File: config.mk
export PLATFORM = sky130hd
export DESIGN_NAME = seq_bla_sub
export DESIGN_NICKNAME = d
export VERILOG_FILES = /design/src/rtl/seq_bla_sub.sv
export SDC_FILE = /design/constraint.sdc
export NUM_CORES = 1
export LEC_CHECK = 0
export CAP_MARGIN = 10
export CORE_UTILIZATION = 50
export DETAILED_ROUTE_END_ITERATION = 10
export DONT_BUFFER_PORTS = 1
export MAX_ROUTING_LAYER = met4
export PLACE_DENSITY = 0.76
export SLEW_MARGIN = 15
export SYNTH_ARGS = -nofsm -noshare
export SYNTH_HDL_FRONTEND = slang
export SYNTH_SLANG_ARGS = --single-unit
File: constraint.sdc
create_clock -name clk -period 2.4 [get_ports clk]
set_clock_uncertainty 0.15 [all_clocks]
set_input_delay 0.12 -clock clk [delete_from_list [all_inputs] [get_ports clk]]
set_output_delay 0.12 -clock clk [all_outputs]
set_load 0.05 [all_outputs]
File: src/rtl/seq_bla_sub.sv
// seq_bla_sub: nibble-serial subtractor, one 4-bit borrow-lookahead slice per cycle.
// Define SEQ_BLA_SUB_OVF_EN to enable the signed overflow flag (ovf tied low otherwise).
module seq_bla_sub #(
   parameter int WIDTH = 16
) (
   input  logic             clk,
   input  logic             rst,
   input  logic             start,
   input  logic [WIDTH-1:0] a,
   input  logic [WIDTH-1:0] b,
   input  logic             bin,
   output logic             busy,
   output logic             done,
   output logic [WIDTH-1:0] diff,
   output logic             bout,
   output logic             ovf
);
   localparam int N  = WIDTH / 4;
   localparam int CW = (N > 1) ? $clog2(N) : 1;
   localparam logic [CW-1:0] LAST = CW'(N - 1);

   typedef enum logic [1:0] {IDLE, RUN, DONE} state_t;

   state_t           r_state;
   state_t           w_next;
   logic [WIDTH-1:0] r_a;
   logic [WIDTH-1:0] r_b;
   logic [WIDTH-1:0] r_diff;
   logic [CW-1:0]    r_cnt;
   logic             r_brw;
   logic             r_bout;
   logic [CW+1:0]    w_idx;
   logic [3:0]       w_an;
   logic [3:0]       w_bn;
   logic [3:0]       w_g;
   logic [3:0]       w_p;
   logic [3:0]       w_d;
   logic [4:0]       w_c;
   logic             w_accept;
   logic             w_step;
   logic             w_last;

   assign w_accept = (r_state == IDLE) & start;
   assign w_step   = (r_state == RUN);
   assign w_last   = w_step & (r_cnt == LAST);
   assign w_idx    = {r_cnt, 2'b00};

   assign w_an = r_a[w_idx +: 4];
   assign w_bn = r_b[w_idx +: 4];
   assign w_g  = ~w_an & w_bn;
   assign w_p  = ~(w_an ^ w_bn);

   // Flat two-level borrow lookahead across the current nibble
   always_comb begin
      w_c    = '0;
      w_c[0] = r_brw;
      w_c[1] = w_g[0]
             | (w_p[0] & r_brw);
      w_c[2] = w_g[1]
             | (w_p[1] & w_g[0])
             | (w_p[1] & w_p[0] & r_brw);
      w_c[3] = w_g[2]
             | (w_p[2] & w_g[1])
             | (w_p[2] & w_p[1] & w_g[0])
             | (w_p[2] & w_p[1] & w_p[0] & r_brw);
      w_c[4] = w_g[3]
             | (w_p[3] & w_g[2])
             | (w_p[3] & w_p[2] & w_g[1])
             | (w_p[3] & w_p[2] & w_p[1] & w_g[0])
             | (w_p[3] & w_p[2] & w_p[1] & w_p[0] & r_brw);
   end

   assign w_d = w_an ^ w_bn ^ w_c[3:0];

   // State register
   always_ff @(posedge clk or posedge rst) begin
      if (rst) r_state <= IDLE;
      else     r_state <= w_next;
   end

   // Next-state logic; DONE always lasts a single cycle
   always_comb begin
      w_next = r_state;
      unique case (r_state)
         IDLE:    if (start) w_next = RUN;
         RUN:     if (w_last) w_next = DONE;
         DONE:    w_next = IDLE;
         default: w_next = IDLE;
      endcase
   end

   // Operand capture, nibble write-back and borrow chaining
   always_ff @(posedge clk or posedge rst) begin
      if (rst) begin
         r_a    <= '0;
         r_b    <= '0;
         r_diff <= '0;
         r_cnt  <= '0;
         r_brw  <= 1'b0;
         r_bout <= 1'b0;
      end else if (w_accept) begin
         r_a   <= a;
         r_b   <= b;
         r_brw <= bin;
         r_cnt <= '0;
      end else if (w_step) begin
         r_diff[w_idx +: 4] <= w_d;
         r_brw              <= w_c[4];
         if (w_last) r_bout <= w_c[4];
         else        r_cnt  <= r_cnt + 1'b1;
      end
   end

`ifdef SEQ_BLA_SUB_OVF_EN
   logic r_ovf;

   // Signed overflow from captured sign bits and the final result sign
   always_ff @(posedge clk or posedge rst) begin
      if (rst)
         r_ovf <= 1'b0;
      else if (w_last)
         r_ovf <= (r_a[WIDTH-1] ^ r_b[WIDTH-1])
                & (r_a[WIDTH-1] ^ w_d[3]);
   end

   assign ovf = r_ovf;
`else
   assign ovf = 1'b0;
`endif

   assign busy = (r_state == RUN);
   assign done = (r_state == DONE);
   assign diff = r_diff;
   assign bout = r_bout;

endmodule

==> results.yml, run 1 <==
logic_synthesis:
  synthAdderAreaFrac_pct: 5.585
  synth_xor_area_share_pct: 0.6740
  yosys.area_share.simple_pct: 7.992
  ys.flop_type: "dfrtp_1"
  async_flop_share_pct: 100.0
  synth_cells: 194
  synth_compound_area_share_pct: 7.944
  ys.warnings.count: 0
  synth.yosys.seq_area_share_pct: 52.00
  syn-num-nets: 241
  synth.avg_cell_area_um2: 13.40
  synth-seq-cells: 54
  synth.distinct_cells: 35
  synth_top_family_by_area: "multiplexers"
  muxShareOfSynthArea_pct: 21.52
  synth_area_um2: 2599
  synth_edf_count: 0
sta:
  timing.fmax_mhz: 411.5
  rsz0062_at_grt: "true"
  slew_headroom_pct: 56.14
  fin_crit_sh_pct: 101.3
  setup_slack_ns: -0.03030
  final_hold_viol_count: 0
  worst_pin_slew_ns: 0.6578
  setup_viol_count_final: 2
  tns_ns: -0.05613
  timing.final.crit_period_ns: 2.430
  maxSlewViolCount: 0
hold_path:
  hold_class: "in2async"
worst_setup_path:
  worst-path-buf-inv: 2
  critPathTopFamily: "compound AO/OA/AOI/OAI gates"
  cp_slowest_cell: "mux4_2"
  required_ns: 2.49
  crit_chain: "buf_4 -> mux4_2 -> inv_2 -> ha_4 -> a211oi_2 -> nor2_2 -> o311ai_4 -> a32o_1"
  cp.arrival_ns: 2.52
  path_class: "reg2reg"
  path_max_fanout: 4
  max_stage_delay_ns: 0.51
  startpoint_type: "flip-flop"
  critPathCaptureType: "flip-flop"
place:
  post-dp-hpwl_um: 3270
  finalWeightedCongestion: 0.7652
  io_buffers: 0
  postPlaceCellArea_um2: 2744
die:
  dieHeight_um: 74.10
  io_pins: 56
  die_w_um: 74.10
  core_um2: 4848
  fp-row-count: 25
  die_area_um2: 5490
  start_util_pct: 53.60
clock_network:
  cts_root_buffer: "clkbuf_8"
  cts_buffer_depth: 2
  clock-sinks: 54
  clk_pin_slew_ns: 0.09
  htreeDepth: 2
  cts_tree: "yes"
  clk_latency_ns: 0.30
  cts_buffers: 5
power:
  p_leak_nw: 1.396
  p_per_area_nw_per_um2: 1665
  peakVddDrop_v: 0.001010
finish:
  final_nets: 290
  final_cell_mix: "dfrtp_1 (54), dlygate4sd3_1 (35), mux2_2 (27)"
  fin_area_um2: 3219
  diodes: 0
  area_delta_synth_final_pct: 23.88
  layout_commonest_cell: "dfrtp_1"
  drive_gt1_share_pct: 32.79
drt:
  drc_errors: 0
  drt-initial-drc-count: 51
  vias: 1641
  postRouteAntennaNets: 0
  wl_um: 4708
  wl_per_cell_um: 15.14
  avgViaCountPerCell: 5.277
  first_pass_iters: 4
grt:
  grt_pass1_wl_um: 7900
  grt_max_degree: 55
  antenna_found_initial: 0
  grt-ovfl-total: 0
  grt_pass1_vias: 1703
  grt_usage_pct: 19.78
job:
  cap_violations: 0
outcome:
  violations: "setup timing"
  status: "finished with violations"
-- stage by stage --
step	hold WS [ns]	utilization, %	std cells	setup slack [ns]	power (mW)
after floorplan	0.1181	-	194	0.001395	3.913
after global placement	0.07706	56.59	266	0.05490	4.565
after detailed placement	0.08003	56.59	266	-0.02019	4.642
after CTS	0.3192	65.78	309	0.003259	5.210
after global routing	0.3339	66.40	311	-0.09177	5.717
final	0.2795	66.40	311	-0.03030	5.360
-- synth_stat cells, types with 2 or more instances --
| master | n | share of area [%] |
|---|---|---|
| a32o_1 | 2 | 0.77 |
| nor2_1 | 8 | 1.2 |
| mux2_4 | 5 | 2.9 |
| a22o_1 | 2 | 0.67 |
| nor2_4 | 2 | 0.87 |
| nand4_1 | 3 | 0.72 |
| inv_1 | 9 | 1.3 |
| ha_1 | 10 | 4.8 |
| o21ai_1 | 3 | 0.58 |
| mux2_2 | 27 | 12 |
| buf_6 | 5 | 2.2 |
| o21ai_0 | 11 | 2.1 |
| dfrtp_1 | 54 | 52 |
| mux4_2 | 8 | 6.9 |
| nand2b_4 | 2 | 1.1 |
| a21oi_1 | 3 | 0.58 |
| nand2_1 | 21 | 3.0 |
| o22ai_1 | 2 | 0.48 |
-- layer usage --
| metal | track usage (%) | vias up | wire, um |
|---|---|---|---|
| met5 | - | - | 0 |
| met4 | 4.915 | 0 | 46 |
| met3 | 4.472 | 6 | 178 |
| met2 | 30.91 | 39 | 2282 |
| met1 | 26.28 | 809 | 2201 |
| li1 | - | 787 | - |
-- worst min-delay path, cell delays in order --
cell,delay (ns)
dlygate4sd3_1,0.55
inv_2,0.05
buf_4,0.50
-- state kept, by name, summed over array words and instances (netlist names) --
signal and count:
bout 1, diff 16, r_a 16, r_b 16, r_brw 1, r_cnt 2, r_state 2
-- kinds of logic (layout without fill, tap and decap cells) --
kind of cell    count (synthesis)  in the layout
simple gates                   40             40
fa+ha+maj                      11             11
flops                          54             54
mux                            40             40
other cells                     1              1
buf+inv                        17             67
compound gates                 29             29
xor+xnor                        2              2
-- final timing paths --
check / to / slack (ns) / startpoint / cells past startpoint
min in group clk: r_b[11]$_DFFE_PP0P_ / 0.34 / b[11] / 2
min reg2reg: r_b[11]$_DFFE_PP0P_ / 0.36 / r_b[11]$_DFFE_PP0P_ / 1
max reg2reg: diff[15]$_DFFE_PP0P_ / -0.03 / r_cnt[0]$_DFFE_PP0P_ / 8
min: r_state[0]$_DFFE_PP0P_ / 0.28 / rst / 3
max: diff[15]$_DFFE_PP0P_ / -0.03 / r_cnt[0]$_DFFE_PP0P_ / 8
max in group asynchronous: r_a[12]$_DFFE_PP0P_ / 1.36 / rst / 3
-- what timing repair did --
action	4_1_cts	5_1_grt
setup endpoints to repair	3	9
setup buffers	0	2
pin swaps	2	4
gates cloned	0	0
hold buffers	35	0
gates resized for setup	1	7
endpoints found under the hold margin	88	0
-- power by group --
| group | switching, mW | internal [mW] | leakage (nW) | total [mW] |
|---|---|---|---|---|
| Clock | 0.287 | 0.232 | 0.0472 | 0.520 |
| Combinational | 1.46 | 1.56 | 0.679 | 3.02 |
| Sequential | 0.519 | 1.30 | 0.669 | 1.82 |
-- area by class of cell --
class,count,area (um^2)
inverters,10,38.79
multi-input cells,123,1191
repair buffers,49,459.2
well taps,67,83.83
flip-flops and latches,54,1351
clock buffers,6,82.58
fillers,365,1629
clock inverters,2,12.51
Note: power is estimated with default switching activity, not from simulation.
==> run 2, diff against run 1 <==
--- a/config.mk
+++ b/config.mk
@@ -6,11 +6,11 @@
 export NUM_CORES = 1
 export LEC_CHECK = 0
 export CAP_MARGIN = 10
-export CORE_UTILIZATION = 50
+export CORE_UTILIZATION = 45
 export DETAILED_ROUTE_END_ITERATION = 10
 export DONT_BUFFER_PORTS = 1
 export MAX_ROUTING_LAYER = met4
-export PLACE_DENSITY = 0.76
+export PLACE_DENSITY = 0.7
 export SLEW_MARGIN = 15
 export SYNTH_ARGS = -nofsm -noshare
 export SYNTH_HDL_FRONTEND = slang
==> run 2 against run 1 <==
Compared with the run above: the flow now finishes without violations; wire length is 6.5% higher; highest routed layer unchanged; sequential power about the same; count of clock-buffer cells in the layout rose by 1; register-to-register slack improved by 0.08 ns; sequential cell count is the same; clock power about the same; via count rose by 0.98%.
==> results.yml, run 2 (synthesis gave the netlist of run 1 again) <==
die:
  core_um2: 5540
  die_w_um: 78.00
  io_pins: 56
  die_area_um2: 6083
  fp-row-count: 27
  dieHeight_um: 78.00
  start_util_pct: 46.91
drt:
  first_pass_iters: 4
  vias: 1657
  drc_errors: 0
  postRouteAntennaNets: 0
  drt-initial-drc-count: 81
  wl_per_cell_um: 15.81
  wl_um: 5013
  avgViaCountPerCell: 5.227
sta:
  rsz0062_at_grt: "true"
  timing.fmax_mhz: 425.6
  timing.hold.ws_ns: 0.1628
  final_hold_viol_count: 0
  maxSlewViolCount: 0
  setup_slack_ns: 0.05043
  setup_viol_count_final: 0
  fin_crit_sh_pct: 97.90
  timing.final.crit_period_ns: 2.350
place:
  io_buffers: 0
  place_ws_ns: 0.008869
  finalWeightedCongestion: 0.8263
  post-dp-hpwl_um: 3533
  postPlaceCellArea_um2: 2765
clock_network:
  cts_tree: "yes"
  cts_root_buffer: "clkbuf_8"
  clk_latency_ns: 0.31
  htreeDepth: 2
  clock-sinks: 54
  post-cts-setup-buffers: 0
  cts_buffer_depth: 2
  clk_pin_slew_ns: 0.09
  cts_buffers: 5
power:
  power_mw: 5.365
  peakVddDrop_v: 0.0008892
  p_per_area_nw_per_um2: 1654
  p_leak_nw: 1.406
worst_setup_path:
  startpoint_type: "flip-flop"
  critPathCaptureType: "flip-flop"
  path_class: "reg2reg"
  required_ns: 2.49
  r2r_setup_slack_ns: 0.05
  path_max_fanout: 6
  cp.arrival_ns: 2.44
finish:
  utilization_pct: 58.54
  layout_commonest_cell: "dfrtp_1"
  fin_area_um2: 3243
  final_cell_mix: "dfrtp_1 (54), dlygate4sd3_1 (36), mux2_2 (27)"
  area_delta_synth_final_pct: 24.80
  drive_gt1_share_pct: 32.65
  final_nets: 291
  diodes: 0
grt:
  grt_max_degree: 35
  grt_pass1_vias: 1719
  grt-ovfl-total: 0
  antenna_found_initial: 0
  grt_pass1_wl_um: 8328
  grt_usage_pct: 18.56
job:
  cap_violations: 0
outcome:
  status: "finished clean"
hold_path:
  hold_class: "in2async"
## run 2: path summary, 6_finish.rpt
| check | start | to | cells past startpoint |
|---|---|---|---|
| min reg2reg | r_a[10]$_DFFE_PP0P_ | r_a[10]$_DFFE_PP0P_ | 1 |
| min | rst | diff[2]$_DFFE_PP0P_ | 3 |
| max | r_cnt[0]$_DFFE_PP0P_ | r_brw$_DFFE_PP0P_ | 7 |
| min in group clk | b[10] | r_b[10]$_DFFE_PP0P_ | 2 |
| max reg2reg | r_cnt[0]$_DFFE_PP0P_ | r_brw$_DFFE_PP0P_ | 7 |
| max in group asynchronous | rst | r_a[12]$_DFFE_PP0P_ | 3 |
## run 2: per-stage QoR
stage / TNS (ns) / cells
floorplan: 0 / 194
global placement: 0 / 273
detailed placement: 0 / 273
CTS: 0 / 317
global route: -0.1555 / 317
finish: 0 / 317
## run 2: repair_timing
item	4_1_cts	5_1_grt
setup endpoints to repair	2	12
resized for setup	0	14
endpoints found under the hold margin	88	0
hold buffers	36	0
pin swaps	1	4
## run 2: area by class of cell
type	count	area (um^2)
repair buffers	50	473.0
multi-input cells	123	1199
clock buffers	7	86.33
flip-flops and latches	54	1351
fillers	461	2297
well taps	72	90.09
inverters	10	38.79
clock inverters	1	5.005
## run 2: worst max-delay path, cell delays in order, from the launching register on
cell and delay, ns:
dfrtp_1 0.39, buf_6 0.15, mux4_2 0.55, ha_4 0.29
a21o_1 0.14, nand4_1 0.19, and3b_1 0.26, a21oi_1 0.15
## run 2: metal layers
layer,share of wire [%],vias to the layer above,global-route usage (%)
met3,4.0,7,4.118
met5,0,-,-
met2,51,38,30.88
met1,44,826,22.49
li1,-,786,-
met4,1.6,0,6.111
## run 2: report_power, final
group | leakage (nW) | internal (mW) | switching (mW)
Combinational | 0.689 | 1.55 | 1.45
Clock | 0.0482 | 0.233 | 0.286
Sequential | 0.669 | 1.30 | 0.550
Total | 1.41 | 3.08 | 2.28
==> run 3, diff against run 2 <==
--- a/config.mk
+++ b/config.mk
@@ -6,11 +6,14 @@
 export NUM_CORES = 1
 export LEC_CHECK = 0
 export CAP_MARGIN = 10
-export CORE_UTILIZATION = 45
+export CELL_PAD_IN_SITES_DETAIL_PLACEMENT = 0
+export CELL_PAD_IN_SITES_GLOBAL_PLACEMENT = 2
+export CORE_UTILIZATION = 38
 export DETAILED_ROUTE_END_ITERATION = 10
 export DONT_BUFFER_PORTS = 1
+export GPL_TIMING_DRIVEN = 0
 export MAX_ROUTING_LAYER = met4
-export PLACE_DENSITY = 0.7
+export PLACE_DENSITY = 0.83
 export SLEW_MARGIN = 15
 export SYNTH_ARGS = -nofsm -noshare
 export SYNTH_HDL_FRONTEND = slang
==> run 3 against run 2 <==
Compared with the run above: the run now ends with DRC, setup timing left; setup slack worse by 0.091 ns; combinational power is 3% higher; die area grew 18%; non-clock buffer count decreased by 2; clock power about the same; design area is 1.5% higher; sequential cell count unchanged; total power up 0.73%; largest power group unchanged.
==> results.yml, run 3 (synthesis gave the netlist of run 1 again) <==
worst_setup_path:
  startpoint_type: "flip-flop"
  r2r_setup_slack_ns: -0.04
  required_ns: 2.45
  cp.arrival_ns: 2.49
  path_max_fanout: 5
  path_class: "reg2reg"
  critPathCaptureType: "flip-flop"
  r2r_cells: 8
die:
  die_w_um: 84.70
  fp-row-count: 29
  start_util_pct: 40.24
  dieHeight_um: 84.70
  core_um2: 6459
  die_area_um2: 7173
  io_pins: 56
finish:
  drive_gt1_share_pct: 34.16
  final_nets: 289
  layout_commonest_cell: "dfrtp_1"
  area_delta_synth_final_pct: 26.72
  utilization_pct: 50.99
  diodes: 0
  final_cell_mix: "dfrtp_1 (54), dlygate4sd3_1 (35), mux2_2 (27)"
place:
  post-dp-hpwl_um: 3640
  io_buffers: 0
  finalWeightedCongestion: 0.6842
sta:
  setup_slack_ns: -0.04066
  fin_crit_sh_pct: 101.7
  maxSlewViolCount: 0
  tns_ns: -0.1722
  timing.fmax_mhz: 409.7
  setup_viol_count_final: 7
  final_hold_viol_count: 0
  timing.final.crit_period_ns: 2.441
  worst_pin_slew_ns: 0.9034
  slew_headroom_pct: 39.55
  rsz0062_at_grt: "true"
drt:
  drt-initial-drc-count: 55
  drc_errors: 2
  avgViaCountPerCell: 5.172
  vias: 1655
  postRouteAntennaNets: 0
  wl_um: 5072
  wl_per_cell_um: 15.85
  first_pass_iters: 8
grt:
  grt_pass1_wl_um: 8335
  antenna_found_initial: 0
  grt_pass1_vias: 1699
  grt-ovfl-total: 0
  grt_max_degree: 30
  grt_usage_pct: 15.86
clock_network:
  clk_latency_ns: 0.31
  clk_pin_slew_ns: 0.10
  clock-sinks: 54
  cts_tree: "yes"
  cts_buffers: 5
  cts_buffer_depth: 2
  htreeDepth: 2
  cts_root_buffer: "clkbuf_8"
outcome:
  status: "finished with violations"
  violations: "DRC, setup timing"
job:
  cap_violations: 0
power:
  p_per_area_nw_per_um2: 1641
  p_leak_nw: 1.410
  peakVddDrop_v: 0.0008291
hold_path:
  hold_class: "in2async"
-- run 3: changes by cell type in the layout (fill, tap and decap cells not counted), sizes merged --
cell,change
clkbuf,-2
buf,-1
clkinv,+1
dlygate4sd3,-1
clkinvlp,+1
-- run 3: path summary, 6_finish.rpt --
check / start / endpoint
min reg2reg: r_b[3]$_DFFE_PP0P_ / r_b[3]$_DFFE_PP0P_
max reg2reg: r_cnt[0]$_DFFE_PP0P_ / diff[15]$_DFFE_PP0P_
max: r_cnt[0]$_DFFE_PP0P_ / diff[15]$_DFFE_PP0P_
min: rst / diff[1]$_DFFE_PP0P_
min in group clk: b[14] / r_b[14]$_DFFE_PP0P_
max in group asynchronous: rst / r_b[1]$_DFFE_PP0P_
-- run 3: power by group --
group / internal [mW] / switching [mW]
sequential: 1.30 / 0.513
combinational: 1.53 / 1.54
clock: 0.206 / 0.315
-- run 3: metal layers --
layer	vias to the layer above	wire (um)	global-route usage, %
met5	-	0	-
met4	0	115	6.780
met2	43	2500	25.57
li1	785	-	-
met1	817	2233	18.83
met3	10	223	4.130
-- run 3: critical path, cell delays in order, from the launching register on --
cell and delay, ns:
dfrtp_1 0.39, buf_6 0.14, buf_12 0.12, mux4_2 0.54
ha_4 0.33, o21ai_2 0.07, nor2_2 0.22, o311ai_4 0.14
a32o_1 0.24
-- run 3: timing repair --
action                                  CTS  global route
hold buffers                             35             0
resized for setup                         5            11
cloned                                    0             0
pin swaps                                 3             6
setup buffers                             3             2
endpoints found under the hold margin    59             0
endpoints found under the setup margin   14            10
-- run 3: through the flow --
stage	total power, mW	hold WS [ns]	setup WS (ns)	area (um^2)	std cells
2_1_floorplan	3.913	0.1181	0.001395	2643	194
3_3_place_gp	4.508	0.1187	-0.2200	2739	271
3_5_place_dp	4.544	-0.04536	-0.2126	2759	272
4_1_cts	5.283	0.1861	-0.05638	3256	318
5_1_grt	5.755	0.2151	-0.1150	3293	320
6_report	5.404	0.1620	-0.04066	3293	320
-- run 3: final cells by class --
class	count	area (um^2)
buffer	7	80.08
clock buffer	5	68.82
timing repair buffer	41	420.4
sequential	54	1351
multi-input combinational	123	1216
fill	593	3166
clock inverter	3	21.27
tap	77	96.34
inverter	10	38.79
